`src/rtl/prbs_qpsk_source.sv`:
```
// prbs_qpsk_source: two independent PRBS9 generators (x^9+x^5+1) mapped to QPSK
// symbols, one symbol per SYM_DIV clocks with zero-order hold between strobes.
// A REF_DELAY-symbol delay line provides aligned reference bits for a
// downstream slicer/BER stage.
module prbs_qpsk_source #(
  parameter int unsigned DWIDTH    = 16,
  parameter int unsigned DATA_F    = 7,
  parameter int unsigned AMP       = 91,
  parameter logic [8:0]  SEED_I    = 9'h1FF,
  parameter logic [8:0]  SEED_Q    = 9'h0F5,
  parameter int unsigned SYM_DIV   = 1,
  parameter int unsigned REF_DELAY = 8
) (
  input  logic                     clk,
  input  logic                     rst,
  input  logic                     en,
  input  logic                     reseed,
  output logic signed [DWIDTH-1:0] Out_I,
  output logic signed [DWIDTH-1:0] Out_Q,
  output logic                     sym_valid,
  output logic                     ref_bit_I,
  output logic                     ref_bit_Q,
  output logic                     ref_valid,
  output logic                     busy,
  output logic [15:0]              sym_cnt
);

  if (AMP == 0 || AMP >= (32'd1 << (DWIDTH - 1)) || DATA_F >= DWIDTH ||
      SYM_DIV < 1 || SYM_DIV > 256 || REF_DELAY > 31) begin : g_param_check
    $error("prbs_qpsk_source: illegal parameter set");
  end

  // A zero seed would lock the LFSR at zero forever.
  localparam logic [8:0] SEED_I_EFF = (SEED_I == 9'd0) ? 9'h1FF : SEED_I;
  localparam logic [8:0] SEED_Q_EFF = (SEED_Q == 9'd0) ? 9'h1FF : SEED_Q;

  localparam logic [DWIDTH-1:0] POS_AMP = DWIDTH'(AMP);
  localparam logic [DWIDTH-1:0] NEG_AMP = -POS_AMP;

  localparam logic [7:0]  DIV_LAST   = 8'(SYM_DIV - 1);
  localparam logic [4:0]  DRAIN_LAST = 5'(REF_DELAY - 1);
  // Keep one dummy entry when REF_DELAY == 0 so the line stays legal; it is
  // never shifted in that configuration.
  localparam int unsigned LINE_LEN   = (REF_DELAY == 0) ? 1 : REF_DELAY;

  typedef enum logic [1:0] {ST_IDLE, ST_RUN, ST_DRAIN} state_t;

  state_t                     state_q, state_d;
  logic [7:0]                 div_cnt_q, div_cnt_d;
  logic [4:0]                 drain_cnt_q, drain_cnt_d;
  logic [8:0]                 lfsr_i_q, lfsr_i_d;
  logic [8:0]                 lfsr_q_q, lfsr_q_d;
  logic [DWIDTH-1:0]          out_i_q, out_i_d;
  logic [DWIDTH-1:0]          out_q_q, out_q_d;
  logic                       sym_valid_q, sym_valid_d;
  logic                       ref_bit_i_q, ref_bit_i_d;
  logic                       ref_bit_q_q, ref_bit_q_d;
  logic                       ref_valid_q, ref_valid_d;
  logic [15:0]                sym_cnt_q, sym_cnt_d;
  // Each entry is {bit_I, bit_Q, valid}; entry LINE_LEN-1 is the tail.
  logic [LINE_LEN-1:0][2:0]   line_q, line_d;

  logic                       strobe;
  logic [7:0]                 div_next;
  logic [2:0]                 tail;
  logic [2:0]                 shift_in;
  logic                       do_shift;

  function automatic logic [DWIDTH-1:0] map_bit(input logic b);
    return b ? NEG_AMP : POS_AMP;
  endfunction

  // Next-state, symbol generation and reference delay-line control.
  always_comb begin
    state_d     = state_q;
    div_cnt_d   = div_cnt_q;
    drain_cnt_d = drain_cnt_q;
    lfsr_i_d    = lfsr_i_q;
    lfsr_q_d    = lfsr_q_q;
    out_i_d     = out_i_q;
    out_q_d     = out_q_q;
    sym_valid_d = 1'b0;
    ref_valid_d = 1'b0;
    ref_bit_i_d = ref_bit_i_q;
    ref_bit_q_d = ref_bit_q_q;
    sym_cnt_d   = sym_cnt_q;
    line_d      = line_q;
    shift_in    = '0;
    do_shift    = 1'b0;

    strobe   = (div_cnt_q == '0);
    div_next = (div_cnt_q == DIV_LAST) ? '0 : div_cnt_q + 8'd1;
    tail     = line_q[LINE_LEN-1];

    unique case (state_q)
      ST_IDLE: begin
        out_i_d   = '0;
        out_q_d   = '0;
        div_cnt_d = '0;
        if (reseed) begin
          lfsr_i_d  = SEED_I_EFF;
          lfsr_q_d  = SEED_Q_EFF;
          sym_cnt_d = '0;
        end
        if (en) begin
          state_d = ST_RUN;
          line_d  = '0;
        end
      end

      ST_RUN: begin
        if (!en) begin
          // The strobe that would fall on this edge is suppressed.
          out_i_d     = '0;
          out_q_d     = '0;
          div_cnt_d   = '0;
          drain_cnt_d = '0;
          state_d     = (REF_DELAY == 0) ? ST_IDLE : ST_DRAIN;
        end else begin
          div_cnt_d = div_next;
          if (strobe) begin
            lfsr_i_d    = {lfsr_i_q[7:0], lfsr_i_q[8] ^ lfsr_i_q[4]};
            lfsr_q_d    = {lfsr_q_q[7:0], lfsr_q_q[8] ^ lfsr_q_q[4]};
            out_i_d     = map_bit(lfsr_i_q[8]);
            out_q_d     = map_bit(lfsr_q_q[8]);
            sym_valid_d = 1'b1;
            sym_cnt_d   = sym_cnt_q + 16'd1;
            if (REF_DELAY == 0) begin
              ref_bit_i_d = lfsr_i_q[8];
              ref_bit_q_d = lfsr_q_q[8];
              ref_valid_d = 1'b1;
            end else begin
              ref_bit_i_d = tail[2];
              ref_bit_q_d = tail[1];
              ref_valid_d = tail[0];
              shift_in    = {lfsr_i_q[8], lfsr_q_q[8], 1'b1};
              do_shift    = 1'b1;
            end
          end
        end
      end

      ST_DRAIN: begin
        out_i_d   = '0;
        out_q_d   = '0;
        div_cnt_d = div_next;
        if (strobe) begin
          ref_bit_i_d = tail[2];
          ref_bit_q_d = tail[1];
          ref_valid_d = tail[0];
          shift_in    = '0;
          do_shift    = 1'b1;
          drain_cnt_d = drain_cnt_q + 5'd1;
          if (drain_cnt_q == DRAIN_LAST) begin
            state_d   = ST_IDLE;
            div_cnt_d = '0;
          end
        end
      end

      default: state_d = ST_IDLE;
    endcase

    if (do_shift) begin
      line_d[0] = shift_in;
      for (int unsigned i = 1; i < LINE_LEN; i++) begin
        line_d[i] = line_q[i-1];
      end
    end
  end

  // State and output registers with asynchronous reset.
  always_ff @(posedge clk or posedge rst) begin
    if (rst) begin
      state_q     <= ST_IDLE;
      div_cnt_q   <= '0;
      drain_cnt_q <= '0;
      lfsr_i_q    <= SEED_I_EFF;
      lfsr_q_q    <= SEED_Q_EFF;
      out_i_q     <= '0;
      out_q_q     <= '0;
      sym_valid_q <= 1'b0;
      ref_bit_i_q <= 1'b0;
      ref_bit_q_q <= 1'b0;
      ref_valid_q <= 1'b0;
      sym_cnt_q   <= '0;
      line_q      <= '0;
    end else begin
      state_q     <= state_d;
      div_cnt_q   <= div_cnt_d;
      drain_cnt_q <= drain_cnt_d;
      lfsr_i_q    <= lfsr_i_d;
      lfsr_q_q    <= lfsr_q_d;
      out_i_q     <= out_i_d;
      out_q_q     <= out_q_d;
      sym_valid_q <= sym_valid_d;
      ref_bit_i_q <= ref_bit_i_d;
      ref_bit_q_q <= ref_bit_q_d;
      ref_valid_q <= ref_valid_d;
      sym_cnt_q   <= sym_cnt_d;
      line_q      <= line_d;
    end
  end

  assign Out_I     = out_i_q;
  assign Out_Q     = out_q_q;
  assign sym_valid = sym_valid_q;
  assign ref_bit_I = ref_bit_i_q;
  assign ref_bit_Q = ref_bit_q_q;
  assign ref_valid = ref_valid_q;
  assign busy      = (state_q != ST_IDLE);
  assign sym_cnt   = sym_cnt_q;

endmodule

```
`config.mk`:
```
export PLATFORM = sky130hd
export DESIGN_NAME = prbs_qpsk_source
export DESIGN_NICKNAME = d
export VERILOG_FILES = /design/src/rtl/prbs_qpsk_source.sv
export SDC_FILE = /design/constraint.sdc
export NUM_CORES = 1
export LEC_CHECK = 0
export CAP_MARGIN = 20
export CORE_MARGIN = 10
export CORE_UTILIZATION = 50
export DETAILED_ROUTE_END_ITERATION = 6
export PLACE_DENSITY = 0.81
export SLEW_MARGIN = 15
export SYNTH_ARGS = -nofsm -noshare
export SYNTH_HDL_FRONTEND = slang
export SYNTH_SLANG_ARGS = --single-unit
export TNS_END_PERCENT = 20
```
`constraint.sdc`:
```
create_clock -name clk -period 3.12 [get_ports clk]
set_clock_uncertainty 0.1 [all_clocks]
set_input_delay 0.624 -clock clk [delete_from_list [all_inputs] [get_ports clk]]
set_output_delay 0.624 -clock clk [all_outputs]
set_load 0.02 [all_outputs]
```
; ---- After elaboration in Yosys (flattened, before gate mapping)
; Cells that the tools add are included.
[totals]
regBits = 109
in_bits = 4
out_inout_bits = 53
word_cells = 104
[op_classes]
addsub = 3
n_eq_ne = 11
mux = 52
bitwise_logic = 2
n_reduce_logical = 16
[op_table]
columns = op, n
row1 = 16-bit two-way mux, 9
row2 = 16-bit case mux with 2 select lines, 3
row3 = 24-bit two-way mux, 3
row4 = 9-bit two-way mux, 6
row5 = 9-bit case mux with 2 select lines, 2
row6 = 8-bit two-way mux, 4
row7 = 8-bit case mux with 3 select lines, 1
row8 = "16-bit by 1-bit adder with 16-bit output, second input constant", 1
row9 = "2-bit inequality test, second input constant", 7
row10 = 2-bit nonzero test, 6
row11 = 5-bit two-way mux, 2
row12 = 5-bit case mux with 2 select lines, 1
row13 = 1-bit two-way mux, 9
row14 = 3-bit two-way mux, 3
row15 = "8-bit by 1-bit adder with 8-bit output, second input constant", 1
row16 = 8-bit zero test, 1
row17 = 2-bit two-way mux, 4
row18 = 1-bit case mux with 2 select lines, 4
row19 = 4-bit AND reduction, 2
row20 = 2-bit case mux with 3 select lines, 1
row21 = 2-bit AND reduction, 3
row22 = "5-bit by 1-bit adder with 5-bit output, second input constant", 1
row23 = "5-bit by 3-bit == test with 1-bit output, second input constant", 1
row24 = "3-bit inequality test, second input constant", 1
row25 = 7 further kinds, 8

; ---- Longest topological paths before layout
[depth]
depth_word = 6
depth_mapped = 9
ltp_nobuf = 6

; ---- Least setup slack after synthesis
; No wires, ideal clock.
[synth_timing]
path_type = flip-flop to flip-flop
from = register state_q[1]
to = register sym_cnt_q[14], in the netlist sym_cnt[14]
setup_ps = 78
arrival_ps = 1845
required_time_ps = 2942
setup_slack_ps = 1097
stages_incl_launch_ff = 8
n_path_buf = 1
period_less_slack_ps = 2023
cell_sequence = dfrtp_1 > inv_1 > ha_1 > and2_1 > buf_2 > nand4_2 > or4_1 > a21oi_1
[synth_via]
elab_chain_cells = 3
elab_cells_between_ends = 8
cone_classes = 4 x eq/ne / 1 x mux / 3 x reduce/logical
[synth_rtl]
columns = item, line_no
row1 = from (decl), 48  ; state_t state_q, state_d;
row2 = from (signal assigned), 189  ; state_q <= state_d;
row3 = 2-bit by 1-bit == test with 1-bit output or 2-bit zero test (tied branches), 95  ; unique case (state_q)
row4 = 2-bit inequality test (no source line) or 2-bit nonzero test (tied branches), -
row5 = 4-bit AND reduction (no source line), -
row6 = to (signal assigned), 200  ; sym_cnt_q <= sym_cnt_d;
row7 = to (decl), 59  ; logic [15:0] sym_cnt_q, sym_cnt_d;
; Several ways; a longest one is shown, not always the timed one.
; A chain may end at the register's enable or synchronous reset.

; ---- Worst setup path in the final report
[layout_timing]
from = register state_q[0]
to = output port busy
[layout_via]
elab_chain_cells = 1
[layout_rtl]
columns = item, line_no
row1 = 2-bit nonzero test, 211  ; assign busy = (state_q != ST_IDLE);
row2 = to (decl), 24  ; output logic busy,
; Every way passes these cells.

==> reports/results.ini <==
[worst_setup_path]
crit_start=state_q[0]
end_kind=output port
slowest_stage=clkdlybuf4s50_1
cp.required_ps=2400
worst-path-max-fanout=9
ff2ff_setup_slack_ps=760
reg2reg_to=sym_cnt[11]
crit_type=flip-flop to output port
path_delay_family=buffers and inverters
crit_path_max_incr_delay_ps=640
worstPathCellList=inv_1 -> ha_1 -> inv_1 -> clkdlybuf4s50_1
path_buf_inv=3
worstPathArrival_ps=2030
worstReg2RegStart=div_cnt_q[0]
cp.depth=4
crit_path_end=busy
cp_common_cell=inv_1
crit_path_start_kind=flip-flop
rr_worst_depth=6

[final_layout]
layout_common_cells=nand2_1, dfrtp_1, clkdlybuf4s50_1
regArea_sq_um=2070
nNetsFinal=471
multi_input_area_sq_um=1690
syn2layout_area_growth_pct=15.5
n_fill_cell=672
final_common_cell=nand2_1
diodes=0
layout-drive-gt1-share=0.0950

[sta]
maxSlewHeadroom=0.546
worstMarginPinSlew_ps=679
fin_crit_sh=0.882
fin_tns_setup_ps=0
rsz0062_at_grt=false
timing_hold_violations_final=0
min_period_ps=2750
fin_hold_ws_ps=350
slew_violations=0
fmax_mhz=363
setup-violations-final=0
fin_ws_ps=368

[die]
io_pins=57
core_area_sq_um=7850
die_y_um=111
start_util=0.523
die_w_um=111
rows=32
die_area_sq_um=12200

[logic_synthesis]
synth_nets=445
syn-mean-instance-area_sq_um=9.49
synth-main-ff-cell=dfrtp_1
synth_area_sq_um=4100
async_flop_share=1.00
synth_edf_count=0
synth_warnings=0
synthCells=432
ys_seq_area_frac=0.505
synth_cell_types=53
synth_seq_cells=82

[clocking]
root_buffer=clkbuf_8
cts_hold_buf=0
clkTransAtPathRegs_ps=80
cts-resized-gates=0
worstSkewPairLatency_ps=350
numCtsBuffers=9
clockBufferDepth=2
cts-htree-levels=3
postCtsSetupRepairBufs=0
cts_sinks=82
cts_tree=yes

[grt]
grt_pass1_wl_um=15300
gr-usage-met1=0.197
antenna_found_initial=0
met2_usage=0.216
grt_max_degree=36
grt_use_met3=0.0405
overflow=0
grt_use_total=0.145
grt_pass1_vias=3064
busiest_layer=met2

[place]
portBuffers=56
post-place-ws_ps=422
gp_congestion=0.842
dp_hpwl_um=6160

[status]
outcome=completed

[pwr]
pwr_density_cell_nw_per_um2=701
p_leak_nw=1.98
peakVddDrop_v=0.000241

[drt]
first_pass_iters=4
first_iter_violations=211
num_vias=3165
routed_via_density=5.60
wl_per_cell_um=15.5
ant_nets=0
routed_wl_um=8760
route.detailed.drc=0

[worst_hold_path]
min_path_type=flip-flop to flip-flop

[job]
timing.max_cap.violations=0

-- per-layer routing --
metal / vias to the layer above / share of wire
li1: 1534 / -
met1: 1518 / 0.48
met2: 105 / 0.45
met3: 8 / 0.064
met4: 0 / 0.012
met5: - / 0
-- cell usage after synthesis, types with 11 or more instances --
library cell   n  area (sq um)
nand2_1       90           338
dfstp_2       15           394
nand3_1       19          95.1
clkbuf_1      15          56.3
buf_4         27           203
o21ai_0       45           225
dfrtp_1       67          1680
inv_1         11          41.3
nor2_1        12          45.0
-- layout make-up --
class	count	area share
sequential	82	0.437
multi-input combinational	289	0.357
timing repair buffer	65	0.135
clock buffer	13	0.0314
tap	102	0.0269
inverter	11	0.00871
clock inverter	3	0.00370
-- report_power, final --
group	leakage, nW	switching, mW	internal, mW	total (mW)
clock network	0.0834	0.363	0.309	0.672
logic	0.808	0.742	0.459	1.20
registers	1.09	0.155	1.29	1.45
-- kinds of logic (layout without fill, tap and decap cells) --
| group | Yosys count | count (layout) | synth area share |
|---|---|---|---|
| AO/OA/AOI/OAI | 94 | 94 | 0.144 |
| XOR/XNOR | 9 | 9 | 0.0192 |
| adder cells (fa/ha/maj) | 9 | 9 | 0.0275 |
| buffers and inverters | 61 | 92 | 0.0827 |
| flip-flops | 82 | 82 | 0.505 |
| multiplexers | 5 | 5 | 0.0131 |
| AND/OR/NAND/NOR | 172 | 172 | 0.209 |
-- worst min-delay path, stage by stage (launching register included) --
cell	delay [ps]
dfstp_2	370
nand2_1	40
nand2_1	40
-- sequential cells by signal (all words and copies together), names as in the netlist --
register / cells
state_q: 2
drain_cnt_q: 5
ref_bit_Q: 1
ref_valid: 1
Out_Q: 2
Out_I: 3
sym_valid: 1
lfsr_i_q: 9
ref_bit_I: 1
sym_cnt: 16
lfsr_q_q: 9
tail: 3
div_cnt_q: 8
line_q: 21
-- how the worst min path moves through the flow --
stage | from | end | slack (ps) | cells after the start
3_5_place_dp | lfsr_i_q[6] | lfsr_i_q[7] | 340 | 2
6_report | lfsr_q_q[5] | lfsr_q_q[6] | 350 | 2
4_1_cts | lfsr_q_q[5] | lfsr_q_q[6] | 360 | 2
3_3_place_gp | lfsr_i_q[3] | lfsr_i_q[4] | 340 | 2
2_1_floorplan | lfsr_i_q[1] | lfsr_i_q[2] | 330 | 2
5_1_grt | lfsr_i_q[5] | lfsr_i_q[6] | 370 | 2
-- through the flow --
stage	util	instance area, sq um	cells	total power, mW
2_1_floorplan	-	4100	432	2.32
3_3_place_gp	0.583	4570	549	2.62
5_1_grt	0.604	4740	565	3.54
4_1_cts	0.604	4740	565	3.34
6_report	0.604	4740	565	3.32
3_5_place_dp	0.583	4570	549	2.66
No activity file was read; power rests on OpenSTA's default activity.
